File: src/rtl/uart_cmd_parser.sv
// uart_cmd_parser
//   Collects ASCII bytes from the UART receiver into a line buffer and, on LF,
//   executes one of "rd AAAA", "wr AAAA DD", "stop" or "run" on the register
//   bus. Replies through the UART transmitter with "OK\n", "NG\n" or the two
//   uppercase hex digits of the read data followed by LF. Also owns the
//   global capture-stop level.
//
// Ports
//   CLK, RST              clock, asynchronous active-high reset
//   iRX_DE, iRX_DATA      received byte strobe / byte (bit 7 ignored)
//   oREG_WE, oREG_RE      one-cycle register write / read strobes
//   oREG_ADDR, oREG_WDATA register address (held) / write data
//   iREG_RDATA, iREG_RVALID read data and its valid
//   oTX_DE, oTX_DATA      transmit request (held until iTX_BUSY) / byte
//   iTX_BUSY              transmitter busy
//   oSTOP                 capture-stop level
//   oCMD_ERR              one-cycle pulse on a rejected line or read timeout
//
// state     | meaning
// ----------+-------------------------------------------------------------
// COLLECT   | gather bytes into the line buffer until LF
// PARSE     | decode the line (one cycle), latch address/data/response
// WR        | register write strobe
// RD_REQ    | register read strobe, arm timeout counter
// RD_WAIT   | wait for read data or timeout
// RESP      | rewind the response byte index
// TX_REQ    | present next response byte until transmitter goes busy
// TX_WAIT   | wait for transmitter idle, then next byte or back to COLLECT

module uart_cmd_parser #(
    parameter int LINE_MAX   = 12,
    parameter int ADDR_WIDTH = 16,
    parameter int DATA_WIDTH = 8,
    parameter int RD_TIMEOUT = 256
) (
    input  logic                  CLK,
    input  logic                  RST,
    input  logic                  iRX_DE,
    input  logic [7:0]            iRX_DATA,
    output logic                  oREG_WE,
    output logic                  oREG_RE,
    output logic [ADDR_WIDTH-1:0] oREG_ADDR,
    output logic [DATA_WIDTH-1:0] oREG_WDATA,
    input  logic [DATA_WIDTH-1:0] iREG_RDATA,
    input  logic                  iREG_RVALID,
    output logic                  oTX_DE,
    output logic [7:0]            oTX_DATA,
    input  logic                  iTX_BUSY,
    output logic                  oSTOP,
    output logic                  oCMD_ERR
);

    localparam int CW = $clog2(LINE_MAX + 1);
    localparam int TW = $clog2(RD_TIMEOUT + 1);

    typedef enum logic [2:0] {
        S_COLLECT,
        S_PARSE,
        S_WR,
        S_RD_REQ,
        S_RD_WAIT,
        S_RESP,
        S_TX_REQ,
        S_TX_WAIT
    } state_t;

    state_t state, state_nxt;

    logic [6:0]            line_buf [LINE_MAX];
    logic [CW-1:0]         cnt;
    logic                  ovf;
    logic [TW-1:0]         tmr;
    logic [7:0]            resp [3];
    logic [1:0]            resp_idx;
    logic [ADDR_WIDTH-1:0] reg_addr;
    logic [DATA_WIDTH-1:0] reg_wdata;
    logic                  reg_we, reg_re;
    logic                  tx_de;
    logic [7:0]            tx_data;
    logic                  stop_q;
    logic                  cmd_err;

    logic [6:0] rx_ch;
    logic       rx_lf, rx_cr, rx_bs;
    logic       unused_rx_msb;

    assign rx_ch         = iRX_DATA[6:0];
    assign rx_lf         = (rx_ch == 7'h0A);
    assign rx_cr         = (rx_ch == 7'h0D);
    assign rx_bs         = (rx_ch == 7'h08);
    assign unused_rx_msb = iRX_DATA[7];

    // {valid, nibble} for one ASCII hex digit, either case
    function automatic logic [4:0] hex_dec(input logic [6:0] c);
        if (c >= 7'h30 && c <= 7'h39)
            return {1'b1, c[3:0]};
        else if ((c >= 7'h41 && c <= 7'h46) || (c >= 7'h61 && c <= 7'h66))
            return {1'b1, c[3:0] + 4'd9};
        else
            return 5'b0;
    endfunction

    function automatic logic [7:0] nib_ascii(input logic [3:0] n);
        if (n < 4'd10)
            return 8'h30 + {4'h0, n};
        else
            return 8'h37 + {4'h0, n};
    endfunction

    // Line decode; field positions are fixed because separators are single spaces
    logic [4:0]  h3, h4, h5, h6, h8, h9;
    logic [15:0] addr_p;
    logic [7:0]  data_p;
    logic [7:0]  rd_b;
    logic        addr_ok;
    logic        cmd_rd, cmd_wr, cmd_stop, cmd_run, cmd_bad;

    assign h3      = hex_dec(line_buf[3]);
    assign h4      = hex_dec(line_buf[4]);
    assign h5      = hex_dec(line_buf[5]);
    assign h6      = hex_dec(line_buf[6]);
    assign h8      = hex_dec(line_buf[8]);
    assign h9      = hex_dec(line_buf[9]);
    assign addr_p  = {h3[3:0], h4[3:0], h5[3:0], h6[3:0]};
    assign data_p  = {h8[3:0], h9[3:0]};
    assign addr_ok = h3[4] & h4[4] & h5[4] & h6[4];
    assign rd_b    = iREG_RDATA[7:0];

    assign cmd_rd   = (cnt == CW'(7)) && (line_buf[0] == 7'h72) && (line_buf[1] == 7'h64)
                      && (line_buf[2] == 7'h20) && addr_ok;
    assign cmd_wr   = (cnt == CW'(10)) && (line_buf[0] == 7'h77) && (line_buf[1] == 7'h72)
                      && (line_buf[2] == 7'h20) && addr_ok && (line_buf[7] == 7'h20)
                      && h8[4] && h9[4];
    assign cmd_stop = (cnt == CW'(4)) && (line_buf[0] == 7'h73) && (line_buf[1] == 7'h74)
                      && (line_buf[2] == 7'h6F) && (line_buf[3] == 7'h70);
    assign cmd_run  = (cnt == CW'(3)) && (line_buf[0] == 7'h72) && (line_buf[1] == 7'h75)
                      && (line_buf[2] == 7'h6E);
    assign cmd_bad  = ovf || !(cmd_rd || cmd_wr || cmd_stop || cmd_run);

    always_ff @(posedge CLK or posedge RST) begin
        if (RST)
            state <= S_COLLECT;
        else
            state <= state_nxt;
    end

    always_comb begin
        state_nxt = state;
        reg_we    = 1'b0;
        reg_re    = 1'b0;
        case (state)
            S_COLLECT:
                if (iRX_DE && rx_lf && cnt != '0)
                    state_nxt = S_PARSE;
            S_PARSE:
                if (cmd_bad)
                    state_nxt = S_RESP;
                else if (cmd_rd)
                    state_nxt = S_RD_REQ;
                else if (cmd_wr)
                    state_nxt = S_WR;
                else
                    state_nxt = S_RESP;
            S_WR: begin
                reg_we    = 1'b1;
                state_nxt = S_RESP;
            end
            S_RD_REQ: begin
                reg_re    = 1'b1;
                state_nxt = S_RD_WAIT;
            end
            S_RD_WAIT:
                if (iREG_RVALID || tmr == '0)
                    state_nxt = S_RESP;
            S_RESP:
                state_nxt = S_TX_REQ;
            S_TX_REQ:
                if (tx_de && iTX_BUSY)
                    state_nxt = S_TX_WAIT;
            S_TX_WAIT:
                if (!iTX_BUSY)
                    state_nxt = (resp_idx == 2'd2) ? S_COLLECT : S_TX_REQ;
            default:
                state_nxt = S_COLLECT;
        endcase
    end

    always_ff @(posedge CLK or posedge RST) begin
        if (RST) begin
            for (int i = 0; i < LINE_MAX; i++)
                line_buf[i] <= '0;
            cnt       <= '0;
            ovf       <= 1'b0;
            tmr       <= '0;
            resp[0]   <= '0;
            resp[1]   <= '0;
            resp[2]   <= '0;
            resp_idx  <= '0;
            reg_addr  <= '0;
            reg_wdata <= '0;
            tx_de     <= 1'b0;
            tx_data   <= '0;
            stop_q    <= 1'b0;
            cmd_err   <= 1'b0;
        end else begin
            cmd_err <= 1'b0;
            case (state)
                S_COLLECT:
                    if (iRX_DE) begin
                        if (rx_bs) begin
                            if (cnt != '0)
                                cnt <= cnt - 1'b1;
                        end else if (!rx_cr && !rx_lf) begin
                            if (cnt == CW'(LINE_MAX)) begin
                                ovf <= 1'b1;
                            end else begin
                                line_buf[cnt] <= rx_ch;
                                cnt           <= cnt + 1'b1;
                            end
                        end
                    end
                S_PARSE: begin
                    for (int i = 0; i < LINE_MAX; i++)
                        line_buf[i] <= '0;
                    cnt <= '0;
                    ovf <= 1'b0;
                    if (cmd_bad) begin
                        cmd_err <= 1'b1;
                        resp[0] <= 8'h4E;
                        resp[1] <= 8'h47;
                        resp[2] <= 8'h0A;
                    end else if (cmd_rd) begin
                        reg_addr <= ADDR_WIDTH'(addr_p);
                    end else begin
                        if (cmd_wr) begin
                            reg_addr  <= ADDR_WIDTH'(addr_p);
                            reg_wdata <= DATA_WIDTH'(data_p);
                        end else begin
                            stop_q <= cmd_stop;
                        end
                        resp[0] <= 8'h4F;
                        resp[1] <= 8'h4B;
                        resp[2] <= 8'h0A;
                    end
                end
                S_RD_REQ:
                    tmr <= TW'(RD_TIMEOUT - 1);
                S_RD_WAIT:
                    if (iREG_RVALID) begin
                        resp[0] <= nib_ascii(rd_b[7:4]);
                        resp[1] <= nib_ascii(rd_b[3:0]);
                        resp[2] <= 8'h0A;
                    end else if (tmr == '0) begin
                        cmd_err <= 1'b1;
                        resp[0] <= 8'h4E;
                        resp[1] <= 8'h47;
                        resp[2] <= 8'h0A;
                    end else begin
                        tmr <= tmr - 1'b1;
                    end
                S_RESP:
                    resp_idx <= '0;
                S_TX_REQ:
                    if (!tx_de) begin
                        if (!iTX_BUSY) begin
                            tx_de   <= 1'b1;
                            tx_data <= resp[resp_idx];
                        end
                    end else if (iTX_BUSY) begin
                        tx_de <= 1'b0;
                    end
                S_TX_WAIT:
                    if (!iTX_BUSY)
                        resp_idx <= resp_idx + 1'b1;
                default: begin
                end
            endcase
        end
    end

    assign oREG_WE    = reg_we;
    assign oREG_RE    = reg_re;
    assign oREG_ADDR  = reg_addr;
    assign oREG_WDATA = reg_wdata;
    assign oTX_DE     = tx_de;
    assign oTX_DATA   = tx_data;
    assign oSTOP      = stop_q;
    assign oCMD_ERR   = cmd_err;

endmodule
File: config.mk
export PLATFORM = sky130hd
export DESIGN_NAME = uart_cmd_parser
export DESIGN_NICKNAME = d
export VERILOG_FILES = /design/src/rtl/uart_cmd_parser.sv
export SDC_FILE = /design/constraint.sdc
export NUM_CORES = 1
export LEC_CHECK = 0
export CORE_ASPECT_RATIO = 0.9
export CORE_UTILIZATION = 25
export CTS_BUF_LIST = sky130_fd_sc_hd__clkbuf_4 sky130_fd_sc_hd__clkbuf_8
export DETAILED_ROUTE_END_ITERATION = 6
export SYNTH_ARGS = -nofsm -noshare
export SYNTH_HDL_FRONTEND = slang
export SYNTH_SLANG_ARGS = --single-unit
File: constraint.sdc
create_clock -name CLK -period 9.1 [get_ports CLK]
set_input_delay 2.73 -clock CLK [delete_from_list [all_inputs] [get_ports CLK]]
set_output_delay 2.73 -clock CLK [all_outputs]
set_load 0.02 [all_outputs]
==> impl_metrics.py, run 1 <==
metrics = {
    "critical_path": {
        "startpoint_type": "input pin",
        "critPathKind": "in2reg",
        "cp.required_ps": 9430,
        "end_kind": "register",
        "cp.arrival_ps": 5660,
        "worstPathMaxFanout": 5,
    },
    "timing": {
        "tightest_slew_ps": 1030,
        "rsz0062_at_grt": "no",
        "fin_tns_setup_ps": 0,
        "fin_crit_ps": 5330,
        "clock_skew_ps": 16.7,
        "max-slew-margin-rel_pct": 30.3,
        "final_hold_viol_count": 0,
        "slew_viol_final": 0,
        "finalCritPeriodShare_pct": 58.6,
        "fmaxAchievable_mhz": 188,
        "setup_viol": 0,
        "whs_ps": 478,
    },
    "cts": {
        "clk_pin_slew_ps": 90,
        "postCtsResizedCells": 0,
        "htreeDepth": 4,
        "cts_sinks": 138,
        "cts_buffers": 17,
        "post_cts_buffers": 0,
        "cts_hold_buffers": 0,
        "cts_max_path_buffers": 2,
        "root_buffer": "clkbuf_8",
        "clk_latency_ps": 450,
        "cts_tree": "done",
    },
    "logic_synthesis": {
        "synth_flop_cell": "dfrtp_1",
        "ys_seq_elements": 138,
        "syn_inst": 700,
        "async_flop_share_pct": 100,
        "synth_edf_count": 0,
        "syn_nets": 746,
        "synth_area_leader_cell": "dfrtp_1",
        "syn_area_um2": 7190,
        "yosys-top-cells-area": "dfrtp_1 (48%), o2bb2ai_1 (6.8%), ha_1 (4.2%), nand2_1 (4.2%), o21ai_0 (2.6%)",
        "syn_avg_cell_area_um2": 10.3,
        "yosysTopAreaCellShare_pct": 48.0,
        "ys_warn_count": 0,
        "synth_cell_types": 75,
        "yosysSeqAreaShare_pct": 48.0,
    },
    "routing": {
        "drc": 0,
        "wl_per_cell_um": 15.3,
        "ant_nets": 0,
        "vias": 5545,
        "drtPass1Iterations": 4,
        "viasPerCell": 4.92,
        "first_iter_violations": 335,
        "totalWireLength_mm": 17.2,
    },
    "power": {
        "worst_ir_drop_vdd_mv": 0.0963,
        "p_leak_nw": 3.60,
        "p_int_w": 0.00113,
        "combPwrFrac_pct": 21.7,
        "pwr_density_cell_nw_per_um2": 197,
        "clockPowerShare_pct": 31.6,
        "seq_power_share_pct": 46.8,
        "netSwitchingPower_w": 0.000549,
        "p_sw_share_pct": 32.7,
    },
    "final_layout": {
        "multiInputGateArea_um2": 3480,
        "antenna_cells": 0,
        "final_core_util_pct": 30.3,
        "fillers": 2862,
        "area_growth_syn_to_layout_pct": 18.3,
        "drive_above_1_share_pct": 9.90,
        "fin_cells": 1128,
        "seq_area_um2": 3450,
        "layout.nets": 802,
    },
    "grt": {
        "grt_max_degree": 89,
        "grt_use_total_pct": 12.3,
        "grt_pass1_vias": 5426,
        "grt_antenna_before_repair": 0,
        "grt_pass1_wl_mm": 29.0,
        "grt_overflow_total": 0,
    },
    "die": {
        "pin_count": 58,
        "initial_core_util_pct": 25.6,
        "dieArea_um2": 29400,
        "fp-row-count": 58,
        "core_area_um2": 28100,
        "die_h_um": 163,
        "die_w_um": 181,
    },
    "placed_design": {
        "placed_cells": 1097,
        "place_hpwl_mm": 12.0,
        "routabilityCongestion": 0.779,
        "io_buffers": 55,
    },
    "worst_hold_path": {
        "hp-class": "reg2reg",
    },
    "run": {
        "maxCapViolCount": 0,
    },
    "status": {
        "status": "finished, final reports clean",
    },
}
metal layers:
layer / routed length [um] / track usage (%)
met1: 9210 / 18.3
met2: 7260 / 17.9
met3: 608 / 2.66
met4: 140 / 3.15
met5: 0 / 0
worst max-delay path, cell delays in order:
cell	delay (ps)
clkdlybuf4s50_1	470
or4b_1	600
nor4_1	710
ha_1	380
a21o_1	180
a21oi_1	180
xnor2_1	150
o21ai_0	100
o2bb2ai_1	160
power groups by stage:
stage	Sequential (W)	Clock (W)	Combinational, W
after floorplan	0.000765	0	0.000274
after global placement	0.000793	0	0.000359
after detailed placement	0.000796	0	0.000366
after CTS	0.000784	0.000543	0.000368
after global routing	0.000798	0.000571	0.000410
final	0.000785	0.000530	0.000364
area by class of cell:
class | count | share of cell area (%)
clock inverter | 13 | 1.99
inverter | 37 | 1.69
clock buffer | 18 | 2.84
sequential | 138 | 40.6
timing repair buffer | 57 | 6.65
tap | 360 | 5.30
multi-input combinational | 505 | 40.9
per-stage QoR:
stage                     power [W]  setup WS, ps  cell area (um^2)
after CTS                   0.00170          3800              8500
after detailed placement    0.00116          3320              8090
after global routing        0.00178          3590              8500
final                       0.00168          3770              8500
after floorplan             0.00104          2670              7190
after global placement      0.00115          3380              8090
state kept, by name, indices dropped and copies added, names as in the netlist:
signal / count
cnt: 4
oREG_ADDR: 16
oCMD_ERR: 1
oREG_WDATA: 8
resp: 15
oSTOP: 1
line_buf: 70
oTX_DATA: 7
state: 3
ovf: 1
oTX_DE: 1
resp_idx: 2
tmr: 9
cell usage in the layout (no fill, tap or decap), types with 5 or more instances in the layout:
cell	count
dfrtp_1	138
and3_1	7
nand3_1	11
mux2i_1	17
o21ai_0	38
nor2_1	50
and2_1	6
mux2_4	9
nand2b_1	9
or2_2	5
xnor2_1	9
a2bb2o_1	8
inv_1	36
clkbuf_8	17
clkdlybuf4s50_1	55
o31ai_1	6
nand2_1	80
or3_1	5
a22o_1	6
nor3_1	8
mux2_2	11
o2bb2ai_1	56
a21oi_1	27
nand4_1	8
nor4_1	8
a31oi_1	9
ha_1	24
nor2b_1	9
cells in the mapped netlist, drive strengths merged, types with 6 or more instances:
master,n
inv,37
nand4,8
o31ai,6
xnor2,9
nand3,11
a2bb2o,8
buf,7
nor2,50
nor3,9
ha,24
and3,7
and2,6
nor2b,9
nor4,8
dfrtp,138
o21ai,46
mux2i,17
mux2,20
clkbuf,13
nand2,81
a22o,6
nand2b,9
o2bb2ai,56
a21oi,28
a31oi,9
cells by family after synthesis:
group | Yosys count | synth area share (%)
adder cells (fa/ha/maj) | 25 | 4.46
multiplexers | 37 | 5.97
AO/OA/AOI/OAI | 196 | 20.0
other | 1 | 0.0522
AND/OR/NAND/NOR | 237 | 16.8
XOR/XNOR | 9 | 1.10
flip-flops | 138 | 48.0
buffers and inverters | 57 | 3.55
path summary, 6_finish.rpt:
path | start | endpoint | slack (ps) | cells after the start
max in group asynchronous | RST | line_buf[49] | 5060 | 3
worst max-delay path | iRX_DATA[6] | cnt[3] | 3770 | 9
min in group asynchronous | RST | oREG_ADDR[6] | 2830 | 2
worst min-delay path | resp[1] | resp[1] | 480 | 1
worst min register to register | resp[1] | resp[1] | 480 | 1
worst max register to register | line_buf[50] | resp[11] | 5620 | 8
(Power assumes the default switching activity.)
==> inputs of run 2 (changes only) <==
Clock period 9.1 ns to 4.9 ns, I/O delays scaled along.
==> run 2 against run 1 <==
Net effect: sequential power up 86%; utilization up 0.25 points; critical path depth down 1; cell area up 0.82%; clock power up 89%; wire length up 2.4%; combinational power up 88%; die area unchanged; non-clock buffer count up 6; clock skew down 1.6 ps; count of clock-buffer cells in the layout up 4.
==> impl_metrics.py, run 2 (same netlist as run 1, synthesis figures left out) <==
metrics = {
    "status": {
        "status": "finished, final reports clean",
    },
    "final_layout": {
        "seq_area_um2": 3450,
        "antenna_cells": 0,
        "largest_register_ffs": 70,
        "fillers": 2861,
        "area_growth_syn_to_layout_pct": 19.3,
        "drive_above_1_share_pct": 10.7,
        "largest-register": "line_buf",
        "layout.nets": 808,
        "layout_commonest_cell": "dfrtp_1",
        "layout_common_cells": "dfrtp_1 (138), nand2_1 (80), o2bb2ai_1 (56)",
        "multiInputGateArea_um2": 3480,
    },
    "placed_design": {
        "place_hpwl_mm": 12.4,
        "routabilityCongestion": 0.770,
        "io_buffers": 55,
    },
    "timing": {
        "max-slew-margin-rel_pct": 33.2,
        "rsz0062_at_grt": "no",
        "slew_viol_final": 0,
        "tightest_slew_ps": 989,
        "clock_skew_ps": 15.1,
        "finalCritPeriodShare_pct": 76.2,
        "final_hold_viol_count": 0,
        "fmaxAchievable_mhz": 268,
        "fin_crit_ps": 3730,
        "setup_viol": 0,
        "fin_tns_setup_ps": 0,
    },
    "power": {
        "seq_power_share_pct": 46.5,
        "p_sw_share_pct": 32.1,
        "pwr_density_cell_nw_per_um2": 367,
        "clockPowerShare_pct": 31.8,
        "combPwrFrac_pct": 21.7,
        "netSwitchingPower_w": 0.00101,
        "p_int_w": 0.00214,
        "worst_ir_drop_vdd_mv": 0.141,
        "p_leak_nw": 3.63,
        "power_w": 0.00314,
    },
    "grt": {
        "grt_pass1_wl_mm": 29.7,
        "grt_max_degree": 52,
        "grt_overflow_total": 0,
        "grt_antenna_before_repair": 0,
        "grt_use_total_pct": 12.7,
        "grt_pass1_vias": 5452,
    },
    "routing": {
        "viasPerCell": 4.85,
        "drc": 0,
        "drtPass1Iterations": 5,
        "first_iter_violations": 379,
        "vias": 5509,
        "totalWireLength_mm": 17.6,
        "ant_nets": 0,
        "wl_per_cell_um": 15.5,
    },
    "die": {
        "initial_core_util_pct": 25.6,
        "die_w_um": 181,
        "dieArea_um2": 29400,
        "pin_count": 58,
        "die_h_um": 163,
        "core_area_um2": 28100,
        "fp-row-count": 58,
    },
    "cts": {
        "root_buffer": "clkbuf_8",
        "clk_pin_slew_ps": 80,
        "clk_latency_ps": 450,
        "cts_hold_buffers": 0,
        "htreeDepth": 4,
        "post_cts_buffers": 0,
        "cts_sinks": 138,
        "postCtsResizedCells": 0,
        "cts_tree": "done",
        "cts_buffers": 17,
        "cts_max_path_buffers": 2,
    },
    "critical_path": {
        "cp.arrival_ps": 4060,
        "worstPathMaxFanout": 9,
        "end_kind": "register",
        "cp.required_ps": 5230,
        "r2r_start": "line_buf[58]",
        "critPathKind": "in2reg",
        "startpoint_type": "input pin",
        "crit_start": "iRX_DATA[6]",
    },
    "worst_hold_path": {
        "hp-class": "reg2reg",
        "hold_start": "resp[1]",
    },
    "run": {
        "maxCapViolCount": 0,
    },
}
-- run 2: cell count changes in the layout (fill, tap and decap cells not counted), sizes merged --
cell | previous run | this run
buf | 2 | 8
clkbuf | 18 | 22
inv | 41 | 37
clkinvlp | 3 | 4
-- run 2: power groups by stage --
stage / combinational [W] / sequential, W / clock (W)
after global placement: 0.000671 / 0.00148 / 0
after detailed placement: 0.000684 / 0.00148 / 0
after CTS: 0.000688 / 0.00146 / 0.00103
after global routing: 0.000768 / 0.00149 / 0.00108
after floorplan: 0.000510 / 0.00142 / 0
final: 0.000683 / 0.00146 / 0.00100
-- run 2: worst paths after layout --
kind	to	slack (ps)	cells after the start
hold reg to reg	resp[1]	480	1
hold / removal	resp[1]	480	1
setup reg to reg	oREG_WDATA[6]	1450	6
setup / recovery	line_buf[82]	1170	8
max in group asynchronous	line_buf[34]	2530	3
min in group asynchronous	oREG_ADDR[3]	1510	2
-- run 2: final cells by class --
cell class | instances | share of cell area, %
clock buffers | 22 | 3.31
clock inverters | 10 | 1.63
inverters | 37 | 1.66
multi-input cells | 505 | 40.6
flip-flops and latches | 138 | 40.3
well taps | 360 | 5.25
repair buffers | 63 | 7.27
-- run 2: critical path: stages --
cell             delay (ps)
clkdlybuf4s50_1         470
or4b_1                  600
o21bai_1                200
and2_1                  170
o21ai_1                 240
nor3_1                  180
nand2_1                 400
a2bb2o_1                330
-- run 2: stage by stage --
step / setup WS (ps) / cell area, um^2 / hold WS [ps] / util, % / std cells
after floorplan: 1210 / 7190 / 440 / - / 700
after global placement: 738 / 8150 / 453 / 29.0 / 1103
after detailed placement: 722 / 8150 / 462 / 29.0 / 1103
after CTS: 1200 / 8570 / 481 / 30.5 / 1135
after global routing: 1020 / 8570 / 507 / 30.5 / 1135
final: 1170 / 8570 / 479 / 30.5 / 1135
-- run 2: per-layer routing --
layer / part of all wire (%) / GRT usage (%) / vias to the layer above / wire length (um)
met5: 0 / 0 / - / 0
met4: 1.0 / 3.65 / 0 / 177
met3: 3.0 / 2.86 / 11 / 536
met2: 42 / 18.0 / 86 / 7490
met1: 53 / 19.0 / 2718 / 9440
li1: - / - / 2694 / -
==> inputs of run 3 (changes only) <==
Clock period 4.9 ns to 3.45 ns, I/O delays scaled along.
==> run 3 against run 2 <==
Net effect: sequential cell count unchanged; sequential power increased by 40%; non-clock buffer count increased by 30; count of clock-buffer cells in the layout decreased by 4; utilization increased by 0.73 points; clock skew increased by 8.1 ps; cell count increased by 2.6%; die area unchanged; worst setup slack got worse by 870 ps; first-iteration DRC count decreased by 11%; combinational power increased by 51%; global-route usage about the same; highest routed layer unchanged.
==> impl_metrics.py, run 3 (same netlist as run 1, synthesis figures left out) <==
metrics = {
    "status": {
        "status": "finished, final reports clean",
    },
    "placed_design": {
        "dp_slack_ps": -85.9,
        "place_hpwl_mm": 12.7,
        "io_buffers": 55,
        "routabilityCongestion": 0.816,
        "place_area_um2": 8400,
    },
    "final_layout": {
        "final_area_um2": 8780,
        "fillers": 2895,
        "layout.nets": 838,
        "largest-register": "line_buf",
        "layout_common_cells": "dfrtp_1 (138), nand2_1 (80), o2bb2ai_1 (56)",
        "layout_commonest_cell": "dfrtp_1",
        "largest_register_ffs": 70,
        "antenna_cells": 0,
        "area_growth_syn_to_layout_pct": 22.1,
        "drive_above_1_share_pct": 14.0,
    },
    "timing": {
        "setup_viol": 0,
        "fmaxAchievable_mhz": 317,
        "fin_crit_ps": 3160,
        "whs_ps": 482,
        "clock_skew_ps": 23.2,
        "tightest_slew_ps": 825,
        "finalCritPeriodShare_pct": 91.5,
        "slew_viol_final": 0,
        "finalWorstSetupSlack_ps": 294,
        "max-slew-margin-rel_pct": 44.8,
        "rsz0062_at_grt": "no",
        "final_hold_viol_count": 0,
    },
    "routing": {
        "drc": 0,
        "drtPass1Iterations": 5,
        "viasPerCell": 4.90,
        "ant_nets": 0,
        "first_iter_violations": 336,
        "vias": 5710,
        "totalWireLength_mm": 17.8,
        "wl_per_cell_um": 15.3,
    },
    "grt": {
        "grt_max_degree": 65,
        "grt_pass1_wl_mm": 29.5,
        "grt_pass1_vias": 5508,
        "grt_antenna_before_repair": 0,
        "grt_overflow_total": 0,
        "grtUsageMet1_pct": 18.4,
        "grtUsageMet2_pct": 18.4,
        "grt-busiest-layer": "met1",
        "grt_use_total_pct": 12.7,
        "met3_usage_pct": 3.02,
    },
    "cts": {
        "clk_pin_slew_ps": 80,
        "post_cts_buffers": 0,
        "cts_tree": "done",
        "root_buffer": "clkbuf_8",
        "postCtsResizedCells": 0,
        "clk_latency_ps": 470,
        "htreeDepth": 4,
        "cts_max_path_buffers": 2,
        "cts_sinks": 138,
        "cts_hold_buffers": 0,
        "cts_buffers": 17,
    },
    "power": {
        "combPwrFrac_pct": 23.5,
        "netSwitchingPower_w": 0.00150,
        "seq_power_share_pct": 46.8,
        "p_leak_nw": 3.76,
        "worst_ir_drop_vdd_mv": 0.212,
        "pwr_density_cell_nw_per_um2": 499,
        "p_int_w": 0.00288,
        "p_sw_share_pct": 34.3,
        "power_w": 0.00438,
        "clockPowerShare_pct": 29.8,
    },
    "worst_hold_path": {
        "hold_start": "resp[1]",
        "min_to": "resp[1]",
        "hp-class": "reg2reg",
        "holdPathStages": 1,
    },
    "critical_path": {
        "crit_start": "state[1]",
        "crit_path_top_delay_cell": "clkdlybuf4s50_1",
        "reg2reg_setup_slack_ps": 500,
        "rr_worst_depth": 7,
        "critPathKind": "reg2out",
        "max_stage_delay_ps": 600,
        "crit_chain": "nand2_1, or2_2, inv_1, clkdlybuf4s50_1",
        "startpoint_type": "register",
        "r2r_start": "line_buf[24]",
        "rr_endpoint": "oREG_WDATA[2]",
        "cp.required_ps": 2410,
        "cp.arrival_ps": 2120,
        "worstPathMaxFanout": 10,
        "end_kind": "output pin",
    },
    "die": {
        "dieArea_um2": 29400,
        "die_h_um": 163,
        "pin_count": 58,
        "die_w_um": 181,
        "fp-row-count": 58,
        "initial_core_util_pct": 25.6,
        "core_area_um2": 28100,
    },
    "run": {
        "maxCapViolCount": 0,
    },
}
run 3: area by class of cell:
cell class / instances / area (um^2) / share of cell area [%]
Inverter: 37 / 143 / 1.62
Sequential cell: 138 / 3450 / 39.3
Timing Repair Buffer: 93 / 873 / 9.95
Tap cell: 360 / 450 / 5.13
Clock inverter: 14 / 136 / 1.55
Clock buffer: 18 / 241 / 2.75
Multi-Input combinational cell: 505 / 3480 / 39.7
run 3: power by group through the flow:
stage                     logic, W  registers, W  clock network, W
after global routing       0.00115       0.00209           0.00143
after global placement     0.00101       0.00207                 0
after CTS                  0.00104       0.00205           0.00135
after detailed placement   0.00103       0.00208                 0
final                      0.00103       0.00205           0.00130
after floorplan           0.000724       0.00202                 0
run 3: worst max-delay path by stage:
stage | endpoint | cells after the start | slack (ps)
floorplan | cnt[3] | 8 | 190
detailed placement | cnt[3] | 10 | -90
CTS | oREG_RE | 4 | 250
finish | oREG_RE | 4 | 290
global route | oREG_RE | 4 | 130
global placement | cnt[3] | 10 | -60
run 3: metrics by stage:
step | TNS, ps | utilization [%] | std cells
2_1_floorplan | 0 | - | 700
3_3_place_gp | -127 | 29.9 | 1133
3_5_place_dp | -296 | 29.9 | 1133
4_1_cts | 0 | 31.3 | 1165
5_1_grt | 0 | 31.3 | 1165
6_report | 0 | 31.3 | 1165
run 3: critical path: cells and delay by family (launching register included):
kind / cells / cell delay, ps
buffers and inverters: 2 / 700
DFF: 1 / 530
and+or+nand+nor: 2 / 450
run 3: routing by layer:
metal	routed length [um]	part of all wire [%]	vias to the layer above
met5	0	0	-
met4	204	1.1	0
met3	727	4.1	15
met2	7510	42	115
met1	9400	53	2826
li1	-	-	2754
